File: src/rtl/ahb2apb_bridge.sv
// AHB-Lite to APB bridge: one APB transfer per accepted AHB NONSEQ/SEQ transfer.
// Optional build macro AHB2APB_PREADY_EN: when defined, PREADY/PSLVERR are honoured
// (APB wait states and error responses); otherwise every ACCESS lasts one cycle
// and the error states are never entered.

`ifndef AHB_ADDR_WIDTH
`define AHB_ADDR_WIDTH 32
`endif
`ifndef AHB_DATA_WIDTH
`define AHB_DATA_WIDTH 32
`endif

module ahb2apb_bridge #(
  parameter int unsigned PADDR_W = 16
) (
  input  logic                       HCLK,
  input  logic                       HRESETn,
  input  logic                       HSEL,
  input  logic [`AHB_ADDR_WIDTH-1:0] HADDR,
  input  logic [1:0]                 HTRANS,
  input  logic                       HWRITE,
  input  logic [2:0]                 HSIZE,
  input  logic [`AHB_DATA_WIDTH-1:0] HWDATA,
  input  logic                       HREADY,
  output logic                       HREADYOUT,
  output logic [1:0]                 HRESP,
  output logic [`AHB_DATA_WIDTH-1:0] HRDATA,
  output logic                       PSEL,
  output logic                       PENABLE,
  output logic                       PWRITE,
  output logic [PADDR_W-1:0]         PADDR,
  output logic [`AHB_DATA_WIDTH-1:0] PWDATA,
  input  logic [`AHB_DATA_WIDTH-1:0] PRDATA,
  input  logic                       PREADY,
  input  logic                       PSLVERR
);

  localparam int unsigned DW = `AHB_DATA_WIDTH;

  typedef enum logic [2:0] {
    ST_IDLE   = 3'd0,
    ST_SETUP  = 3'd1,
    ST_ACCESS = 3'd2,
    ST_ERR1   = 3'd3,
    ST_ERR2   = 3'd4
  } state_e;

  state_e               state_q, state_d;
  logic [PADDR_W-1:0]   paddr_q, paddr_d;
  logic                 pwrite_q, pwrite_d;
  logic [DW-1:0]        pwdata_q, pwdata_d;

  logic                 pready_c;
  logic                 pslverr_c;
  logic                 done_c;
  logic                 accept_c;

`ifdef AHB2APB_PREADY_EN
  assign pready_c  = PREADY;
  assign pslverr_c = PSLVERR;
  logic unused_ok;
  assign unused_ok = &{1'b0, HSIZE, HTRANS[0], HADDR};
`else
  // APB completion is implied; the handshake ports stay on the boundary but are ignored
  assign pready_c  = 1'b1;
  assign pslverr_c = 1'b0;
  logic unused_ok;
  assign unused_ok = &{1'b0, HSIZE, HTRANS[0], HADDR, PREADY, PSLVERR};
`endif

  // Successful ACCESS completion, and acceptance of a new AHB transfer
  always_comb begin
    done_c   = (state_q == ST_ACCESS) & pready_c & ~pslverr_c;
    accept_c = HSEL & HTRANS[1] & HREADY &
               ((state_q == ST_IDLE) | done_c | (state_q == ST_ERR2));
  end

  // Bridge state and APB address/control/write-data holding registers
  always_ff @(posedge HCLK or negedge HRESETn) begin
    if (!HRESETn) begin
      state_q  <= ST_IDLE;
      paddr_q  <= '0;
      pwrite_q <= 1'b0;
      pwdata_q <= '0;
    end else begin
      state_q  <= state_d;
      paddr_q  <= paddr_d;
      pwrite_q <= pwrite_d;
      pwdata_q <= pwdata_d;
    end
  end

  // Next-state logic; address/control captured on accept, write data at end of SETUP
  always_comb begin
    state_d  = state_q;
    paddr_d  = paddr_q;
    pwrite_d = pwrite_q;
    pwdata_d = pwdata_q;
    if (accept_c) begin
      paddr_d  = HADDR[PADDR_W-1:0];
      pwrite_d = HWRITE;
    end
    case (state_q)
      ST_IDLE:   if (accept_c) state_d = ST_SETUP;
      ST_SETUP: begin
        state_d  = ST_ACCESS;
        pwdata_d = HWDATA;
      end
      ST_ACCESS: begin
        if (pready_c) begin
          if (pslverr_c)     state_d = ST_ERR1;
          else if (accept_c) state_d = ST_SETUP;
          else               state_d = ST_IDLE;
        end
      end
      ST_ERR1:   state_d = ST_ERR2;
      ST_ERR2:   state_d = accept_c ? ST_SETUP : ST_IDLE;
      default:   state_d = ST_IDLE;
    endcase
  end

  // Per-state APB strobes and AHB response; HRDATA/HREADYOUT pass through in ACCESS
  always_comb begin
    PSEL      = 1'b0;
    PENABLE   = 1'b0;
    HREADYOUT = 1'b1;
    HRESP     = 2'b00;
    HRDATA    = '0;
    PWDATA    = pwdata_q;
    case (state_q)
      ST_SETUP: begin
        PSEL      = 1'b1;
        HREADYOUT = 1'b0;
        PWDATA    = HWDATA;
      end
      ST_ACCESS: begin
        PSEL      = 1'b1;
        PENABLE   = 1'b1;
        HREADYOUT = done_c;
        HRDATA    = PRDATA;
      end
      ST_ERR1: begin
        HREADYOUT = 1'b0;
        HRESP     = 2'b01;
      end
      ST_ERR2: begin
        HRESP     = 2'b01;
      end
      default: ;
    endcase
  end

  assign PADDR  = paddr_q;
  assign PWRITE = pwrite_q;

endmodule
File: config.mk
export PLATFORM = sky130hd
export DESIGN_NAME = ahb2apb_bridge
export DESIGN_NICKNAME = d
export VERILOG_FILES = /design/src/rtl/ahb2apb_bridge.sv
export SDC_FILE = /design/constraint.sdc
export NUM_CORES = 1
export LEC_CHECK = 0
export BUFFER_PORTS_ARGS = -buffer_cell sky130_fd_sc_hd__buf_2
export CAP_MARGIN = 0
export CORE_MARGIN = 2
export CORE_UTILIZATION = 34
export DETAILED_ROUTE_END_ITERATION = 16
export GPL_ROUTABILITY_DRIVEN = 0
export HOLD_SLACK_MARGIN = 0.15
export PLACE_DENSITY = 0.84
export SETUP_SLACK_MARGIN = 0.15
export SYNTH_ARGS = -nofsm -noshare
export SYNTH_HDL_FRONTEND = slang
export SYNTH_SLANG_ARGS = --single-unit
File: constraint.sdc
create_clock -name HCLK -period 1.7 [get_ports HCLK]
set_clock_uncertainty 0.2 [all_clocks]
set_input_delay 0.085 -clock HCLK [delete_from_list [all_inputs] [get_ports HCLK]]
set_output_delay 0.085 -clock HCLK [all_outputs]
set_load 0.005 [all_outputs]
==> flow_summary.ini, run 1 <==
[synth]
synthDominantAreaCellType = sky130_fd_sc_hd__dfrtp_1
synthesis.nets = 262
synth_largest_type_area_fraction_pct = 58.8
synth-edff-count = 0
netlist_instances = 154
synth.area.top_cells = sky130_fd_sc_hd__dfrtp_1 59%, sky130_fd_sc_hd__mux2_2 20%, sky130_fd_sc_hd__and2_1 9.0%, sky130_fd_sc_hd__mux2_4 6.1%, sky130_fd_sc_hd__buf_4 1.4%
mappedNetlistArea_sq_um = 2210
ys_seq_elements = 52
synth_flop_cell = sky130_fd_sc_hd__dfrtp_1
mean_instance_size_in_the_synthesized_netlist_sq_um = 14.4
post_synth_num_cell_types = 17
fraction_of_the_yosys_area_taken_by_sequential_cells_pct = 58.8
synthArstFlopShare_pct = 100
yosysWarningCount = 0
netlist_top_cells_count = 52 x sky130_fd_sc_hd__dfrtp_1, 40 x sky130_fd_sc_hd__mux2_2, 32 x sky130_fd_sc_hd__and2_1
synth_most_common_cell = sky130_fd_sc_hd__dfrtp_1

[routing]
drt-total-wl_um = 7900
wire_per_inst_um = 16.8
drt-met1-wl_um = 2510
detail_route.iter0.violations = 99
top_signal_layer_used = met4
vias_per_cell = 4.52
drt.antenna.violating_nets = 0
remaining_design_rule_violation_count = 0
vias = 2128
detailed_routing_iteration_count_for_the_pre_antenna_repair_pass = 4
wl_met3_um = 525
met2_wirelength_um = 4560

[clocking]
cts_tree = yes
htreeDepth = 2
cts.path.max_buffers = 2
cts.reportedPaths.clkPinSlew_ns = 0.09
clk_latency_ns = 0.29
cts_root_buf = sky130_fd_sc_hd__clkbuf_8
numClockSinks = 52
number_of_clock_buffers_inserted_by_tritoncts = 5

[pwr]
sequentialPowerShare_pct = 43.3
p_total_uw = 3720
pwr-share-comb_pct = 37.3
vdd_ir_drop_max_mv = 0.746
p_leak_uw = 0.00230
proportion_of_power_drawn_by_the_clock_network_pct = 19.4
p_int_uw = 2750
power_per_cell_area_nw_per_um2 = 852
switchingPower_uw = 962
netSwitchingFraction_pct = 25.9

[flow_run]
max_cap_viol_count = 0

[setup_path]
ff2ff_setup_slack_ns = -0.07
start_kind = flip-flop
worst-path-stages = 6
worstPathBufferInverterCount = 3
critical_path.endpoint_type = output pin
ff2ff_path_depth = 4
cp_data_arrival_time_ns = 1.69
criticalPathCategory = reg2out
crit_slowest_cell = sky130_fd_sc_hd__dfrtp_1
cp_cell_sequence = nand2b_4 > nor2_4 > buf_12 > buf_12 > mux2_4 > buf_6
cp_max_stage_delay_ns = 0.40
worst_path_most_repeated_cell = sky130_fd_sc_hd__buf_12
critPathTopFamily = flip-flops
worstPathRequired_ns = 1.41
timing.critical_path.fanout_max = 12

[cells_and_area]
sequential_cell_area_sq_um = 1300
fillCellCount = 435
final_core_utilization_pct = 69.1
layout.nets = 497
final_layout_size_suffix_gt1_share_pct = 64.1
synthToLayoutAreaGrowth_pct = 97.1
multi_input_comb_area_sq_um = 997

[grt]
number_of_antenna_violations_at_the_first_check_in_global_routing = 4
globalRouteOverflowTotal = 0
grt_start_max_net_pins = 53
grt_pass1_wl_um = 11200
grt_util_all_layers_pct = 20.4
number_of_global_route_vias_before_repair = 2216

[floorplanning]
core_rows = 29
die_y_um = 84.7
initial_core_util_pct = 35.0
boundaryPins = 194
dieArea_sq_um = 7170
floorplan.core_area_sq_um = 6310
die-width_um = 84.7

[run_status]
failed_checks = negative setup slack
run_status = finished, violations left

[timing]
setup_viol = 73
rsz0062_at_grt = true
report.final.hold_viol_count = 0
fin_crit_ns = 1.98
report.final.slew_viol_count = 0
setup_slack_after_layout_ns = -0.278
share_of_the_cycle_needed_by_the_critical_path_after_routing_pct = 116
maxClockFrequency_mhz = 506
timing.hold.ws_ns = 0.233

[min_path]
worstHoldPathCells = 3
hold_class = in2out

[placement]
worst_slack_placed_ns = 0.00972
port_buffers = 170
dp_hpwl_um = 4650
registers in the layout (all words and copies together) (netlist names):
register  count
PWRITE        1
pwdata_q     32
state_q       3
PADDR        16
worst register-to-register path, cell delays in order, from the launching register on:
cell and delay [ns]:
sky130_fd_sc_hd__dfrtp_2 0.45, sky130_fd_sc_hd__nand4b_1 0.18, sky130_fd_sc_hd__a21o_2 0.26, sky130_fd_sc_hd__bufbuf_16 0.29
sky130_fd_sc_hd__mux2_2 0.27
cell type report:
cell class	instances	area share (%)
repair buffers	237	42.5
flip-flops and latches	52	29.9
multi-input cells	91	22.9
well taps	77	2.21
clock buffers	7	1.98
diodes	4	0.230
clock inverters	1	0.172
inverters	2	0.172
worst paths after layout:
path	from	end
worst max-delay path	state_q[2]	PWDATA[7]
worst min-delay path	PRDATA[10]	HRDATA[10]
worst max register to register	state_q[0]	PADDR[1]
worst min register to register	pwdata_q[14]	pwdata_q[14]
max in group asynchronous	HRESETn	state_q[1]
min in group asynchronous	HRESETn	pwdata_q[15]
power groups by stage:
stage               Sequential, uW  Combinational, uW  Clock, uW
CTS                           1600               1130        743
finish                        1610               1380        722
detailed placement            1620                928          0
floorplan                     1600                470          0
global route                  1640               1460        787
global placement              1600                904          0
cell usage in the layout (no fill, tap or decap), types with 2 or more instances in the layout:
cell type,instances
sky130_fd_sc_hd__buf_2,138
sky130_fd_sc_hd__dlygate4sd3_1,51
sky130_fd_sc_hd__dfrtp_1,50
sky130_fd_sc_hd__mux2_4,41
sky130_fd_sc_hd__buf_6,36
sky130_fd_sc_hd__and2_1,32
sky130_fd_sc_hd__mux2_2,8
sky130_fd_sc_hd__clkbuf_8,6
sky130_fd_sc_hd__buf_12,6
sky130_fd_sc_hd__diode_2,4
sky130_fd_sc_hd__inv_1,2
sky130_fd_sc_hd__nor2_4,2
sky130_fd_sc_hd__clkbuf_16,2
sky130_fd_sc_hd__buf_4,2
sky130_fd_sc_hd__dfrtp_2,2
cell families (layout without fill, tap and decap cells):
kind of cell / count (synthesis) / in the layout / share of synthesized area, %
flops: 52 / 52 / 58.8
other cells: 1 / 5 / 0.170
buf+inv: 11 / 247 / 3.00
compound gates: 2 / 2 / 0.679
mux: 49 / 49 / 26.5
simple gates: 39 / 39 / 10.9
metal layers:
| layer | track usage (%) | up-vias |
|---|---|---|
| li1 | - | 979 |
| met1 | 19.5 | 1014 |
| met2 | 40.5 | 115 |
| met3 | 4.33 | 20 |
| met4 | 9.81 | 0 |
| met5 | 0 | - |
per-stage QoR:
stage          setup TNS [ns]  instance area (sq um)  cells
4_1_cts                -12.65                   4050    458
2_1_floorplan               0                   2340    154
3_3_place_gp                0                   3300    398
6_report               -10.90                   4360    471
5_1_grt                -15.38                   4360    471
3_5_place_dp                0                   3300    398
what timing repair did:
| item | CTS | global route |
|---|---|---|
| pin swaps | 0 | 1 |
| endpoints found under the hold margin | 101 | 1 |
| resized for setup | 17 | 36 |
| setup endpoints to repair | 102 | 116 |
| gates cloned | 2 | 3 |
| hold buffers | 50 | 1 |
| setup buffers | 0 | 5 |
Note: power is estimated with default switching activity, not from simulation.
==> run 2, diff against run 1 <==
==> constraint.sdc (replaced) <==
create_clock -name HCLK -period 1.7 [get_ports HCLK]
set_clock_uncertainty 0.2 [all_clocks]
set_input_delay 0 -clock HCLK [delete_from_list [all_inputs] [get_ports HCLK]]
set_output_delay 0 -clock HCLK [all_outputs]
set_load 0.005 [all_outputs]
==> run 2 against run 1 <==
  * The flow still finishes with violations (negative setup slack)
  * Global-route usage up 4.8 points
  * Largest cell class unchanged
  * Cell count grew 12%
  * Non-clock buffer count increased by 60
  * Critical path depth unchanged
  * Wire length is 26% higher
  * Count of clock-buffer cells in the layout stayed put
  * Fmax is 2.6% higher
==> flow_summary.ini, run 2 (same netlist as run 1, synthesis figures left out) <==
[run_status]
run_status = finished, violations left
failed_checks = negative setup slack

[routing]
vias = 2421
detail_route.iter0.violations = 50
drt.antenna.violating_nets = 0
wire_per_inst_um = 18.9
detailed_routing_iteration_count_for_the_pre_antenna_repair_pass = 4
remaining_design_rule_violation_count = 0
drt-total-wl_um = 9980
vias_per_cell = 4.59

[placement]
port_buffers = 170
post_dp_cell_area_sq_um = 3290
dp_hpwl_um = 4760

[timing]
report.final.hold_viol_count = 0
share_of_the_cycle_needed_by_the_critical_path_after_routing_pct = 113
fin_crit_ns = 1.93
rsz0062_at_grt = true
setup_viol = 89
total_negative_slack_ns = -14.65
maxClockFrequency_mhz = 519
setup_slack_after_layout_ns = -0.227
relSlewSlack_pct = 61.5
report.final.slew_viol_count = 0
worstMarginPinSlew_ns = 0.578

[cells_and_area]
fillCellCount = 333
antenna_cells = 0
layout.nets = 557
final_core_utilization_pct = 82.8
layout_common_cells = 119 x sky130_fd_sc_hd__buf_2, 85 x sky130_fd_sc_hd__dlygate4sd3_1, 69 x sky130_fd_sc_hd__buf_6, 51 x sky130_fd_sc_hd__dfrtp_1, 41 x sky130_fd_sc_hd__mux2_4
largest_register_ffs = 32
stdcell_area_sq_um = 5230
regMostFlops = pwdata_q
final_layout_size_suffix_gt1_share_pct = 65.3
synthToLayoutAreaGrowth_pct = 136
most_common_cell_after_layout_fill_and_taps_aside = sky130_fd_sc_hd__buf_2

[floorplanning]
die-width_um = 84.7
boundaryPins = 194
floorplan.core_area_sq_um = 6310
dieArea_sq_um = 7170
initial_core_util_pct = 35.0
die_y_um = 84.7
core_rows = 29

[setup_path]
reg2reg_from = state_q[2]
critPathTopFamily = buffers and inverters
criticalPathCategory = reg2out
ff2ff_path_depth = 7
cp_max_stage_delay_ns = 0.40
source_of_the_critical_timing_path = state_q[2]
critical_path.endpoint_type = output pin
crit_slowest_cell = sky130_fd_sc_hd__dfrtp_1
worstPathBufferInverterCount = 3
cp_data_arrival_time_ns = 1.73
ff2ff_setup_slack_ns = -0.16
worstPathRequired_ns = 1.50
timing.critical_path.fanout_max = 8
cp_cell_sequence = nand2b_4 > nor2_4 > buf_12 > clkbuf_16 > mux2_4 > buf_6
start_kind = flip-flop
r2r_end = PADDR[8]

[clocking]
cts.path.max_buffers = 2
cts.reportedPaths.clkPinSlew_ns = 0.09
numClockSinks = 52
number_of_clock_buffers_inserted_by_tritoncts = 5
cts_root_buf = sky130_fd_sc_hd__clkbuf_8
clk_latency_ns = 0.29
cts_tree = yes
htreeDepth = 2

[min_path]
hold_class = in2async

[grt]
grt_pass1_wl_um = 13800
number_of_antenna_violations_at_the_first_check_in_global_routing = 0
grt_util_all_layers_pct = 25.2
grt_start_max_net_pins = 28
globalRouteOverflowTotal = 0
number_of_global_route_vias_before_repair = 2616

[pwr]
vdd_ir_drop_max_mv = 0.694
p_leak_uw = 0.00266
p_total_uw = 4000
power_per_cell_area_nw_per_um2 = 765

[flow_run]
max_cap_viol_count = 0
==> run 2: changes by cell type in the layout (fill, tap and decap cells not counted), sizes merged <==
cell         change
dlygate4sd3     +34
buf             +26
diode            -4
bufbuf           -1
clkbuf           +1
==> run 2: per-layer routing <==
layer  track usage, %  up-vias  routed length (um)
met2             51.7      133                5670
met3             5.41       27                 656
li1                 -     1100                   -
met1             23.9     1161                3360
met4             8.95        0                 295
met5                0        -                   0
==> run 2: worst max-delay path by stage <==
stage                              to  slack (ns)  cells past startpoint
after floorplan             PADDR[10]        0.08                      5
after global placement      PADDR[13]        0.09                      4
after detailed placement  pwdata_q[2]        0.05                      4
after CTS                  PWDATA[23]       -0.20                      6
after global routing       HRDATA[23]       -0.31                      8
final                      PWDATA[28]       -0.23                      6
==> run 2: stage by stage <==
step | hold slack, ns | worst slack, ns | std cells
after floorplan | -0.496 | 0.0806 | 154
after CTS | 0.0363 | -0.202 | 508
after global routing | 0.0802 | -0.313 | 527
after global placement | -0.185 | 0.0879 | 398
after detailed placement | -0.172 | 0.0526 | 398
final | 0.0560 | -0.227 | 527
==> run 2: worst reg2reg max path, stage by stage, from the launching register on <==
cell and delay, ns:
sky130_fd_sc_hd__dfrtp_1 0.40, sky130_fd_sc_hd__buf_6 0.12, sky130_fd_sc_hd__buf_6 0.12, sky130_fd_sc_hd__buf_4 0.13, sky130_fd_sc_hd__a21o_4 0.23, sky130_fd_sc_hd__buf_12 0.13
sky130_fd_sc_hd__buf_12 0.13, sky130_fd_sc_hd__mux2_4 0.29
==> run 2: area by class of cell <==
class                           instances  area [sq um]  area share (%)
Clock buffer                            7          86.3            1.65
Multi-Input combinational cell         91          1040            20.0
Sequential cell                        52          1300            24.9
Timing Repair Buffer                  297          2680            51.3
Tap cell                               77          96.3            1.84
Clock inverter                          1          7.51           0.144
Inverter                                2          7.51           0.144
==> run 2: report_power, final <==
group	internal, uW	switching, uW
logic	1140	533
clock network	331	388
registers	1490	115
total	2960	1040
==> run 2: repair_timing <==
item	4_1_cts	5_1_grt
hold endpoints to repair	165	26
gates resized for setup	62	47
hold buffers	83	2
endpoints found under the setup margin	115	115
buffers inserted	12	14
pin swaps	1	18
gates cloned	7	3
==> run 3, diff against run 2 <==
Settings changed: BUFFER_PORTS_ARGS -buffer_cell sky130_fd_sc_hd__buf_2 to not set, CORE_AREA set to 2 2 74 76, CORE_MARGIN 2 to not set, CORE_UTILIZATION 34 to not set, DIE_AREA set to 0 0 76 78, DONT_BUFFER_PORTS set to 1, GPL_TIMING_DRIVEN set to 0, PLACE_DENSITY 0.84 to 0.68.
==> run 3 against run 2 <==
  * The flow still finishes with violations (negative setup slack)
  * Non-clock buffer count decreased by 183
  * Worst hold slack improved by 0.12 ns
  * Global-route usage decreased by 1.3 points
  * Count of clock-buffer cells in the layout decreased by 2
  * Critical endpoint is now PADDR[8]
  * Highest routed layer unchanged
==> flow_summary.ini, run 3 (same netlist as run 1, synthesis figures left out) <==
[placement]
dp_hpwl_um = 4220
port_buffers = 0

[min_path]
worstHoldPathCells = 2
min_delay_worst_endpoint = PADDR[15]
hold_path_startpoint = HADDR[15]
hold_class = in2reg

[routing]
vias_per_cell = 5.02
detailed_routing_iteration_count_for_the_pre_antenna_repair_pass = 4
drt.antenna.violating_nets = 0
vias = 1691
detail_route.iter0.violations = 97
drt-total-wl_um = 7710
wire_per_inst_um = 22.9
remaining_design_rule_violation_count = 0

[grt]
global_route.usage.met1_pct = 25.7
gr-max-usage-layer = met2
number_of_antenna_violations_at_the_first_check_in_global_routing = 0
gr-usage-met3_pct = 7.44
grt_pass1_wl_um = 10900
grt_util_all_layers_pct = 23.9
number_of_global_route_vias_before_repair = 1866
grt_start_max_net_pins = 53
globalRouteOverflowTotal = 0
grt_use_met2_pct = 45.9

[timing]
rsz0062_at_grt = true
setup_viol = 70
setup_slack_after_layout_ns = -0.198
maxClockFrequency_mhz = 527
timing.hold.ws_ns = 0.177
report.final.slew_viol_count = 0
fin_crit_ns = 1.90
share_of_the_cycle_needed_by_the_critical_path_after_routing_pct = 112
report.final.hold_viol_count = 0

[cells_and_area]
final_core_utilization_pct = 77.5
layout.nets = 374
most_common_cell_after_layout_fill_and_taps_aside = sky130_fd_sc_hd__dlygate4sd3_1
layout_common_cells = 86 x sky130_fd_sc_hd__dlygate4sd3_1, 51 x sky130_fd_sc_hd__dfrtp_1, 44 x sky130_fd_sc_hd__mux2_4, 31 x sky130_fd_sc_hd__and2_4, 9 x sky130_fd_sc_hd__buf_4
synthToLayoutAreaGrowth_pct = 76.6
largest_register_ffs = 32
final_layout_size_suffix_gt1_share_pct = 45.7
regMostFlops = pwdata_q
antenna_cells = 0

[floorplanning]
core_rows = 26
die-width_um = 76
dieArea_sq_um = 5930
die_y_um = 78
floorplan.core_area_sq_um = 5040
initial_core_util_pct = 43.9
boundaryPins = 194

[pwr]
power_per_cell_area_nw_per_um2 = 933
vdd_ir_drop_max_mv = 0.689
p_leak_uw = 0.00182

[clocking]
cts_root_buf = sky130_fd_sc_hd__clkbuf_8
clk_latency_ns = 0.30
cts.path.max_buffers = 2
htreeDepth = 2
numClockSinks = 52
number_of_clock_buffers_inserted_by_tritoncts = 5
cts.reportedPaths.clkPinSlew_ns = 0.09
cts_tree = yes

[setup_path]
timing.critical_path.fanout_max = 5
criticalPathCategory = reg2reg
worstPathRequired_ns = 1.69
start_kind = flip-flop
ff2ff_path_depth = 6
cp_data_arrival_time_ns = 1.89
ff2ff_setup_slack_ns = -0.20
r2r_end = PADDR[8]
reg2reg_from = state_q[2]
critical_path.endpoint_type = flip-flop

[run_status]
failed_checks = negative setup slack
run_status = finished, violations left

[flow_run]
max_cap_viol_count = 0
[run 3: cell count changes in the layout (fill, tap and decap cells not counted), moves of 2 or more]
cell	delta
sky130_fd_sc_hd__buf_2	-119
sky130_fd_sc_hd__buf_6	-63
sky130_fd_sc_hd__and2_1	-14
sky130_fd_sc_hd__and2_4	+14
sky130_fd_sc_hd__buf_16	-5
sky130_fd_sc_hd__buf_12	-3
sky130_fd_sc_hd__buf_8	+3
sky130_fd_sc_hd__bufinv_16	+3
sky130_fd_sc_hd__mux2_2	-3
sky130_fd_sc_hd__mux2_4	+3
sky130_fd_sc_hd__buf_4	+2
[run 3: through the flow]
stage	power (uW)	std cells	cell area, sq um	TNS [ns]	setup WS (ns)
CTS	3580	331	3730	-3.48	-0.121
global placement	2170	224	2420	-0.213	-0.0501
global route	3800	337	3910	-9.93	-0.223
detailed placement	2200	224	2420	-0.909	-0.0741
finish	3640	337	3910	-5.93	-0.198
floorplan	2070	154	2340	0	0.0806
[run 3: cell type report]
| type | count | area [sq um] |
|---|---|---|
| clock inverter | 3 | 90.1 |
| fill | 283 | 1140 |
| timing repair buffer | 105 | 1130 |
| inverter | 2 | 7.51 |
| clock buffer | 5 | 68.8 |
| buffer | 9 | 138 |
| tap | 70 | 87.6 |
| sequential | 52 | 1300 |
| multi-input combinational | 91 | 1080 |
[run 3: worst max-delay path, stage by stage (launching register included)]
cell and delay, ns:
sky130_fd_sc_hd__dfrtp_1 0.40, sky130_fd_sc_hd__buf_4 0.16, sky130_fd_sc_hd__buf_4 0.14, sky130_fd_sc_hd__a21o_1 0.19, sky130_fd_sc_hd__buf_6 0.14, sky130_fd_sc_hd__bufbuf_16 0.26, sky130_fd_sc_hd__mux2_4 0.29
[run 3: timing repair]
action | 4_1_cts | 5_1_grt
setup buffers | 10 | 2
endpoints found under the hold margin | 166 | 0
setup endpoints to repair | 107 | 116
pin swaps | 4 | 1
gates resized for setup | 37 | 33
hold buffers | 87 | 0
gates cloned | 2 | 4
[run 3: how the worst max path moves through the flow]
stage                    start      endpoint  slack [ns]  depth (start not counted)
floorplan           state_q[0]     PADDR[10]        0.08                          5
global placement    state_q[2]  pwdata_q[21]       -0.05                          4
detailed placement  state_q[2]  pwdata_q[10]       -0.07                          4
CTS                 state_q[2]    PWDATA[27]       -0.12                          5
global route        state_q[2]      PADDR[8]       -0.22                          6
finish              state_q[2]      PADDR[8]       -0.20                          6
[run 3: per-layer routing]
layer / up-vias / wire, um / part of all wire (%)
met5: - / 0 / 0
li1: 737 / - / -
met1: 828 / 2620 / 34
met4: 0 / 190 / 2.5
met2: 106 / 4230 / 55
met3: 20 / 673 / 8.7
[run 3: power by group]
| group | internal [uW] | switching [uW] | total, uW | leakage (uW) |
|---|---|---|---|---|
| combinational | 566 | 315 | 880 | 0.00112 |
| clock | 735 | 393 | 1130 | 0.0000784 |
| sequential | 1490 | 142 | 1640 | 0.000621 |
| total | 2800 | 850 | 3640 | 0.00182 |
